[config.mk]
export PLATFORM = sky130hd
export DESIGN_NAME = rggen_response_stage
export DESIGN_NICKNAME = d
export VERILOG_FILES = /design/src/rtl/rggen_response_stage_pkg.sv /design/src/rtl/rggen_mux.sv /design/src/rtl/rggen_response_stage.sv
export SDC_FILE = /design/constraint.sdc
export NUM_CORES = 1
export LEC_CHECK = 0
export ABC_AREA = 1
export CORE_ASPECT_RATIO = 0.5
export CORE_UTILIZATION = 39
export DETAILED_ROUTE_END_ITERATION = 6
export PLACE_DENSITY = 0.91
export SLEW_MARGIN = 25
export SYNTH_ARGS = -nofsm -noshare
export SYNTH_HDL_FRONTEND = slang
export SYNTH_SLANG_ARGS = --single-unit
[constraint.sdc]
create_clock -name i_clk -period 1.3 [get_ports i_clk]
set_input_delay 0.26 -clock i_clk [delete_from_list [all_inputs] [get_ports i_clk]]
set_output_delay 0.26 -clock i_clk [all_outputs]
set_load 0.005 [all_outputs]
[src/rtl/rggen_response_stage_pkg.sv]
// rggen_response_stage_pkg: shared FSM state encoding and bus status codes
package rggen_response_stage_pkg;
  typedef enum logic [1:0] {IDLE, ACCESS, RESPOND} state_e;
  localparam logic [1:0] OKAY   = 2'd0;
  localparam logic [1:0] EXOKAY = 2'd1;
  localparam logic [1:0] SLVERR = 2'd2;
  localparam logic [1:0] DECERR = 2'd3;
endpackage

[src/rtl/rggen_mux.sv]
// rggen_mux: one-hot AND-OR multiplexer over packed per-entry fields
module rggen_mux #(
  parameter int WIDTH   = 1,
  parameter int ENTRIES = 2
) (
  input  logic [ENTRIES-1:0]       select,
  input  logic [ENTRIES*WIDTH-1:0] data,
  output logic [WIDTH-1:0]         out
);
  always_comb begin
    out = '0;
    for (int i = 0; i < ENTRIES; i++) out |= data[i*WIDTH+:WIDTH] & {WIDTH{select[i]}};
  end
endmodule

[src/rtl/rggen_response_stage.sv]
// rggen_response_stage: strobes the decoded register, waits for ready and holds the muxed response
module rggen_response_stage
  import rggen_response_stage_pkg::*;
#(
  parameter int                      ENTRIES        = 2,
  parameter int                      DATA_WIDTH     = 32,
  parameter int                      STATUS_WIDTH   = 2,
  parameter logic [STATUS_WIDTH-1:0] ERROR_STATUS   = STATUS_WIDTH'(SLVERR),
  parameter int                      TIMEOUT_CYCLES = 0
) (
  input  logic                               i_clk,
  input  logic                               i_rst,
  input  logic                               i_request_valid,
  output logic                               o_request_ready,
  input  logic                               i_request_write,
  input  logic [ENTRIES-1:0]                 i_entry_hit,
  output logic                               o_entry_valid,
  output logic [ENTRIES-1:0]                 o_entry_select,
  input  logic [ENTRIES-1:0]                 i_entry_ready,
  input  logic [ENTRIES*STATUS_WIDTH-1:0]    i_entry_status,
  input  logic [ENTRIES*DATA_WIDTH-1:0]      i_entry_read_data,
  output logic                               o_response_valid,
  input  logic                               i_response_ready,
  output logic [STATUS_WIDTH-1:0]            o_response_status,
  output logic [DATA_WIDTH-1:0]              o_response_read_data
);
  localparam int CW    = $clog2(TIMEOUT_CYCLES + 2);
  localparam int TLAST = TIMEOUT_CYCLES > 0 ? TIMEOUT_CYCLES - 1 : 0;
  state_e                  state, state_d;
  logic [ENTRIES-1:0]      hit_q, hit_d, sel;
  logic                    write_q, write_d, expired;
  logic [CW-1:0]           count, count_d;
  logic [STATUS_WIDTH-1:0] status_q, status_d, mux_status;
  logic [DATA_WIDTH-1:0]   data_q, data_d, mux_data;
  // only entries that were both decoded and report ready may drive the response
  assign sel     = hit_q & i_entry_ready;
  assign expired = TIMEOUT_CYCLES > 0 && count == CW'(TLAST);
  rggen_mux #(.WIDTH(STATUS_WIDTH), .ENTRIES(ENTRIES)) u_status_mux (
    .select(sel), .data(i_entry_status), .out(mux_status)
  );
  rggen_mux #(.WIDTH(DATA_WIDTH), .ENTRIES(ENTRIES)) u_data_mux (
    .select(sel), .data(i_entry_read_data), .out(mux_data)
  );
  always_ff @(posedge i_clk or posedge i_rst) begin
    if (i_rst) begin
      state    <= IDLE;
      hit_q    <= '0;
      write_q  <= 1'b0;
      count    <= '0;
      status_q <= '0;
      data_q   <= '0;
    end else begin
      state    <= state_d;
      hit_q    <= hit_d;
      write_q  <= write_d;
      count    <= count_d;
      status_q <= status_d;
      data_q   <= data_d;
    end
  end
  always_comb begin
    state_d  = state;
    hit_d    = hit_q;
    write_d  = write_q;
    count_d  = count;
    status_d = status_q;
    data_d   = data_q;
    case (state)
      IDLE: if (i_request_valid) begin
        hit_d   = i_entry_hit;
        write_d = i_request_write;
        count_d = '0;
        if (i_entry_hit == '0) begin
          status_d = ERROR_STATUS;
          data_d   = '0;
          state_d  = RESPOND;
        end else state_d = ACCESS;
      end
      ACCESS: if (sel != '0) begin
        status_d = mux_status;
        data_d   = write_q ? '0 : mux_data;
        state_d  = RESPOND;
      end else if (expired) begin
        status_d = ERROR_STATUS;
        data_d   = '0;
        state_d  = RESPOND;
      end else count_d = count + CW'(count != '1);
      RESPOND: if (i_response_ready) begin
        hit_d   = '0;
        state_d = IDLE;
      end
      default: state_d = IDLE;
    endcase
  end
  assign o_request_ready      = state == IDLE;
  assign o_entry_valid        = state == ACCESS;
  assign o_entry_select       = hit_q;
  assign o_response_valid     = state == RESPOND;
  assign o_response_status    = status_q;
  assign o_response_read_data = data_q;
endmodule

### Word-level counts from Yosys, hierarchy flattened

Index checks and enable logic that the tools add are counted.
Widths: inputs -> output; s select.

| word-level totals | value |
|---|---|
| flip-flop bits (word level) | 39 |
| bits in latches | 0 |
| bits in writable memories | 0 |
| memory bits (read-only) | 0 |
| input port bits | 77 |
| output and inout bits | 39 |
| word-level logic and storage cells | 43 |
| memories kept | 0 |

| operators by class | value |
|---|---|
| add/sub/neg operators | 0 |
| multiply operators | 0 |
| divide/modulo/power cells | 0 |
| magnitude comparators | 0 |
| equality and inequality tests | 6 |
| shift-type cells | 0 |
| muxes and demuxes | 16 |
| bitwise gates (word level) | 7 |
| reduce and logical (&&, ||, !) cells | 9 |

Operator list:

| kind | count |
|---|---|
| $mux 32 | 4 |
| $and 32x32->32 | 2 |
| $pmux 32 s2 | 1 |
| $or 32x32->32 | 1 |
| $mux 2 | 8 |
| $pmux 2 s2 | 2 |
| $and 2x2->2 | 3 |
| $ne 2x1->1 const B | 3 |
| $pmux 2 s3 | 1 |
| $reduce_and 3->1 | 2 |
| $reduce_bool 2->1 | 3 |
| $logic_not 2->1 | 2 |
| $reduce_and 4->1 | 1 |
| $eq 2x1->1 const B | 1 |
| $eq 2x2->1 const B | 1 |
| $ne 2x2->1 const B | 1 |
| $or 2x2->2 | 1 |
| $reduce_and 2->1 | 1 |

### Logic depth before layout (Yosys ltp)

| depth | value |
|---|---|
| word-level depth | 6 |
| gate-level depth with buffers | 8 |
| depth with buffers taken out | 7 |

### Modules after synthesis

From an unflattened synthesis, not the netlist that was laid out.

| unflattened totals | value |
|---|---|
| cell total of the unflattened synthesis | 369 |
| area, all modules | 2437.3 µm² |

Modules (own cells, without submodules):

| module | times used | cells each | area each (µm²) |
|---|---|---|---|
| rggen_response_stage | 1 | 261 | 1986.9 |
| rggen_mux (u_data_mux) | 1 | 102 | 427.9 |
| rggen_mux (u_status_mux) | 1 | 6 | 22.5 |

### Least setup slack after synthesis

OpenSTA, ideal clock, no wires.

| path | value |
|---|---|
| path type | register to register |
| start | register hit_q[0] (netlist: o_entry_select[0]) |
| end | register data_q[0] (netlist: o_response_read_data[0]) |
| library setup time | 116 ps |
| arrival time | 1053 ps |
| data required time | 1184 ps |
| slack | 131 ps |
| cell stages (with the launch flop) | 8 |
| buffers on the path | 1 |
| cell sequence | dfrtp_1 nand2_1 clkinv_1 clkbuf_1 nand2_1 nand2_1 nand2_1 nand2_1 |

| between the ends | value |
|---|---|
| word-level cells in the longest chain between the ends | 6 |
| elaborated cells on any way between the ends | 9 |
| classes of those cells | 1 x eq/ne; 3 x mux; 3 x bitwise; 2 x reduce/logical |

RTL lines:

| item | RTL line | RTL |
|---|---|---|
| start: declaration | rggen_response_stage.sv:30 | `logic [ENTRIES-1:0] hit_q, hit_d, sel;` |
| start signal: assignment | rggen_response_stage.sv:54 | `hit_q <= hit_d;` |
| $and 2x2->2 (*) | rggen_response_stage.sv:36 | `assign sel = hit_q & i_entry_ready;` |
| $and 32x32->32 | rggen_mux.sv:12 | `for (int i = 0; i < ENTRIES; i++) out \|= data[i*WIDTH+:WIDTH] & {WIDTH{select[i]}};` |
| $or 32x32->32 | rggen_mux.sv:12 |  |
| $mux 32 | rggen_response_stage.sv:81 | `data_d = write_q ? '0 : mux_data;` |
| $mux 32 | rggen_response_stage.sv:79 | `ACCESS: if (sel != '0) begin` |
| $pmux 32 s2 | rggen_response_stage.sv:68 | `case (state)` |
| end signal: assignment | rggen_response_stage.sv:58 | `data_q <= data_d;` |
| end: declaration | rggen_response_stage.sv:34 | `logic [DATA_WIDTH-1:0] data_q, data_d, mux_data;` |

Mark *: on every way between the ends. The rest lies on a longest branch, timed or not. The select of a mux whose other input is x is not followed.
A chain may end at the register's enable or synchronous reset.

### Worst setup path after layout

| path | value |
|---|---|
| start | register state[0] |
| end | register data_q[1] (netlist: o_response_read_data[1]) |

| between the ends | value |
|---|---|
| word-level cells in the longest chain between the ends | 3 |
| elaborated cells on any way between the ends | 8 |
| classes of those cells | 4 x eq/ne; 1 x mux; 3 x reduce/logical |

RTL lines:

| item | RTL line | RTL |
|---|---|---|
| start: declaration | rggen_response_stage.sv:29 | `state_e state, state_d;` |
| start signal: assignment | rggen_response_stage.sv:53 | `state <= state_d;` |
| $eq 2x1->1 / $logic_not 2->1 (equally long branches) | -- |  |
| $ne 2x1->1 (no source line), or another cell as far along | -- |  |
| $reduce_and 4->1 (no source line) | -- |  |

Several ways; a longest one is shown, not always the timed one.

==> reports/results.tsv <==
stage	metric	value	unit
grt	grt_pass1_wl	14200	um
power_and_ir_drop	power_leakage	2.21	nW
grt	overflow	0	
critical_path	crit_fanout	5	
grt	grt_max_degree	33	
cts	root_buffer	clkbuf_8	
placed_design	place.port_buffers	115	
layout	drive_gt1_frac	0.243	
power_and_ir_drop	p_per_area	2210	mW/mm^2
critical_path	rrSetupSlack	-0.22	ns
layout	diodes	0	
timing	rsz0062_at_grt	true	
grt	grt_pass1_vias	2711	
cts	cts_hold_buffers	0	
timing	fin_ws	-0.222	ns
timing	hold_viol	0	
placed_design	gp_congestion	0.843	
routing	drc_errors	0	
routing	wirelength	10200	um
cts	clk_path_buf_depth	2	
layout	final_nets	529	
cts	clk_pin_slew	0.09	ns
cts	cts_tree	built	
timing	period_share	1.17	
cts	insertion_delay	0.32	ns
cts	cts_max_level	2	
timing	finalSetupViolCount	40	
logic_synthesis	syn_nets	377	
logic_synthesis	yosysSeqAreaShare	0.470	
placed_design	dp_cells	488	
cts	numCtsBuffers	5	
timing	final.setup_skew	0.00886	ns
critical_path	timing.rr.start	state[0]	
hold_path	hold_path.class	in2async	
critical_path	ff2ff_path_depth	10	
cts	clkSinkCount	39	
logic_synthesis	synth_cell_type_count	15	
die	die-width	105	um
timing	slew_viol_final	0	
critical_path	cp.required	1.51	ns
grt	grt_usage	0.345	
die	design.core.area	0.00502	mm^2
logic_synthesis	yosysWarnings	0	
routing	first_pass_iters	6	
logic_synthesis	synth_cells	300	
logic_synthesis	ys_seq_elements	39	
logic_synthesis	synthesis.area	0.00208	mm^2
layout	fin_cells	523	
routing	num_vias	2924	
timing	worstMarginPinSlew	0.271	ns
grt	antenna_found_initial	0	
die	die_h	53.6	um
power_and_ir_drop	peakVddDrop	1.47	mV
die	pin_count	116	
status	violations	negative setup slack	
die	die-area	0.00564	mm^2
routing	ant_nets	0	
routing	drt_iter0_markers	281	
power_and_ir_drop	p_total	8.91	mW
critical_path	cp-start-kind	flip-flop	
status	status	finished, violations left	
placed_design	hpwl	4640	um
layout	areaGrowthSynthToFinish	93.9	%
timing	max_slew_margin	0.819	
run	drv_cap	0	
routing	viasPerCell	5.59	
die	initial_utilization	0.413	
timing	post-route-min-period	1.52	ns
critical_path	worstSetupPathType	reg2reg	
critical_path	endpoint_kind	flip-flop	
critical_path	r2r-end	o_response_read_data[1]	
timing	fmax	0.657	GHz
die	rows	18	
logic_synthesis	avgSynthCellArea	6.92	um^2
routing	routedWlPerCell	19.5	um
critical_path	critical_path_arrival	1.73	ns
[cell usage after synthesis (all sizes together)]
master / n / area share
inv: 6 / 0.011
nand2: 185 / 0.34
buf: 10 / 0.033
nor2: 8 / 0.017
clkbuf: 7 / 0.013
clkinv: 1 / 0.0018
nand3: 44 / 0.11
dfrtp: 39 / 0.47
[placed cells by master, fill, tap and decap left out, drive strengths merged, types with 6 or more instances in the layout]
master / instances
buf: 47
clkbuf: 6
clkdlybuf4s15: 6
clkdlybuf4s50: 76
dfrtp: 39
dlygate4sd2: 30
inv: 7
nand2: 185
nand3: 44
nor2: 8
[repair_timing]
action,in CTS,in global routing
buffers inserted,21,5
setup endpoints to repair,73,40
gates resized for setup,85,44
pin swaps,6,0
gates cloned,4,0
[logic make-up after synthesis]
group,Yosys count,share of synthesized area
buffers and inverters,24,0.0579
flip-flops,39,0.470
AND/OR/NAND/NOR,237,0.472
[report_power, final]
part / internal (mW) / switching, mW
Combinational: 2.76 / 2.61
Clock: 0.766 / 0.512
Sequential: 1.81 / 0.451
[metal layers]
layer / vias up / part of all wire / global-route usage
met5: - / 0 / 0
met4: 0 / 0.061 / 0.185
met3: 71 / 0.11 / 0.0908
met2: 264 / 0.47 / 0.609
met1: 1350 / 0.36 / 0.405
li1: 1239 / - / -
[state kept, by name, indices dropped and copies added, names as in the netlist]
name,cells
o_response_read_data,32
o_entry_select,2
o_response_status,2
state,2
write_q,1
[through the flow]
stage	setup slack, ns	instance area (um^2)	utilization	hold slack, ns	TNS, ns
3_3_place_gp	-0.194	3420	0.681	0.454	-6.47
2_1_floorplan	0.131	2080	-	0.405	0
5_1_grt	-0.262	4020	0.801	0.330	-8.17
4_1_cts	-0.129	3920	0.780	0.317	-4.16
6_report	-0.222	4020	0.801	0.309	-6.92
3_5_place_dp	-0.247	3420	0.681	0.458	-8.25
[worst max-delay path by stage]
stage                     cells past startpoint         startpoint                  endpoint
final                                        10           state[0]   o_response_read_data[1]
after global routing                          8           state[1]   o_response_read_data[0]
after CTS                                     9           state[0]  o_response_read_data[19]
after detailed placement                      8     i_entry_hit[1]  o_response_read_data[29]
after global placement                        8     i_entry_hit[0]  o_response_read_data[26]
after floorplan                               7  o_entry_select[0]   o_response_read_data[0]
[final cells by class]
type / instances / area [um^2]
Clock buffer: 5 / 68.8
Clock inverter: 3 / 67.6
Fill cell: 264 / 998
Inverter: 7 / 33.8
Multi-Input combinational cell: 237 / 1160
Sequential cell: 39 / 976
Tap cell: 70 / 87.6
Timing Repair Buffer: 162 / 1630
[worst max-delay path, cell delays in order (launching register included)]
cell and delay [ns]:
dfrtp_1 0.42, buf_6 0.14, inv_6 0.06, nor2_4 0.05, buf_6 0.11, nand3_4 0.06
nand3_4 0.13, buf_6 0.17, buf_16 0.14, nand2_4 0.06, nand2_2 0.07
(Power assumes the default switching activity.)
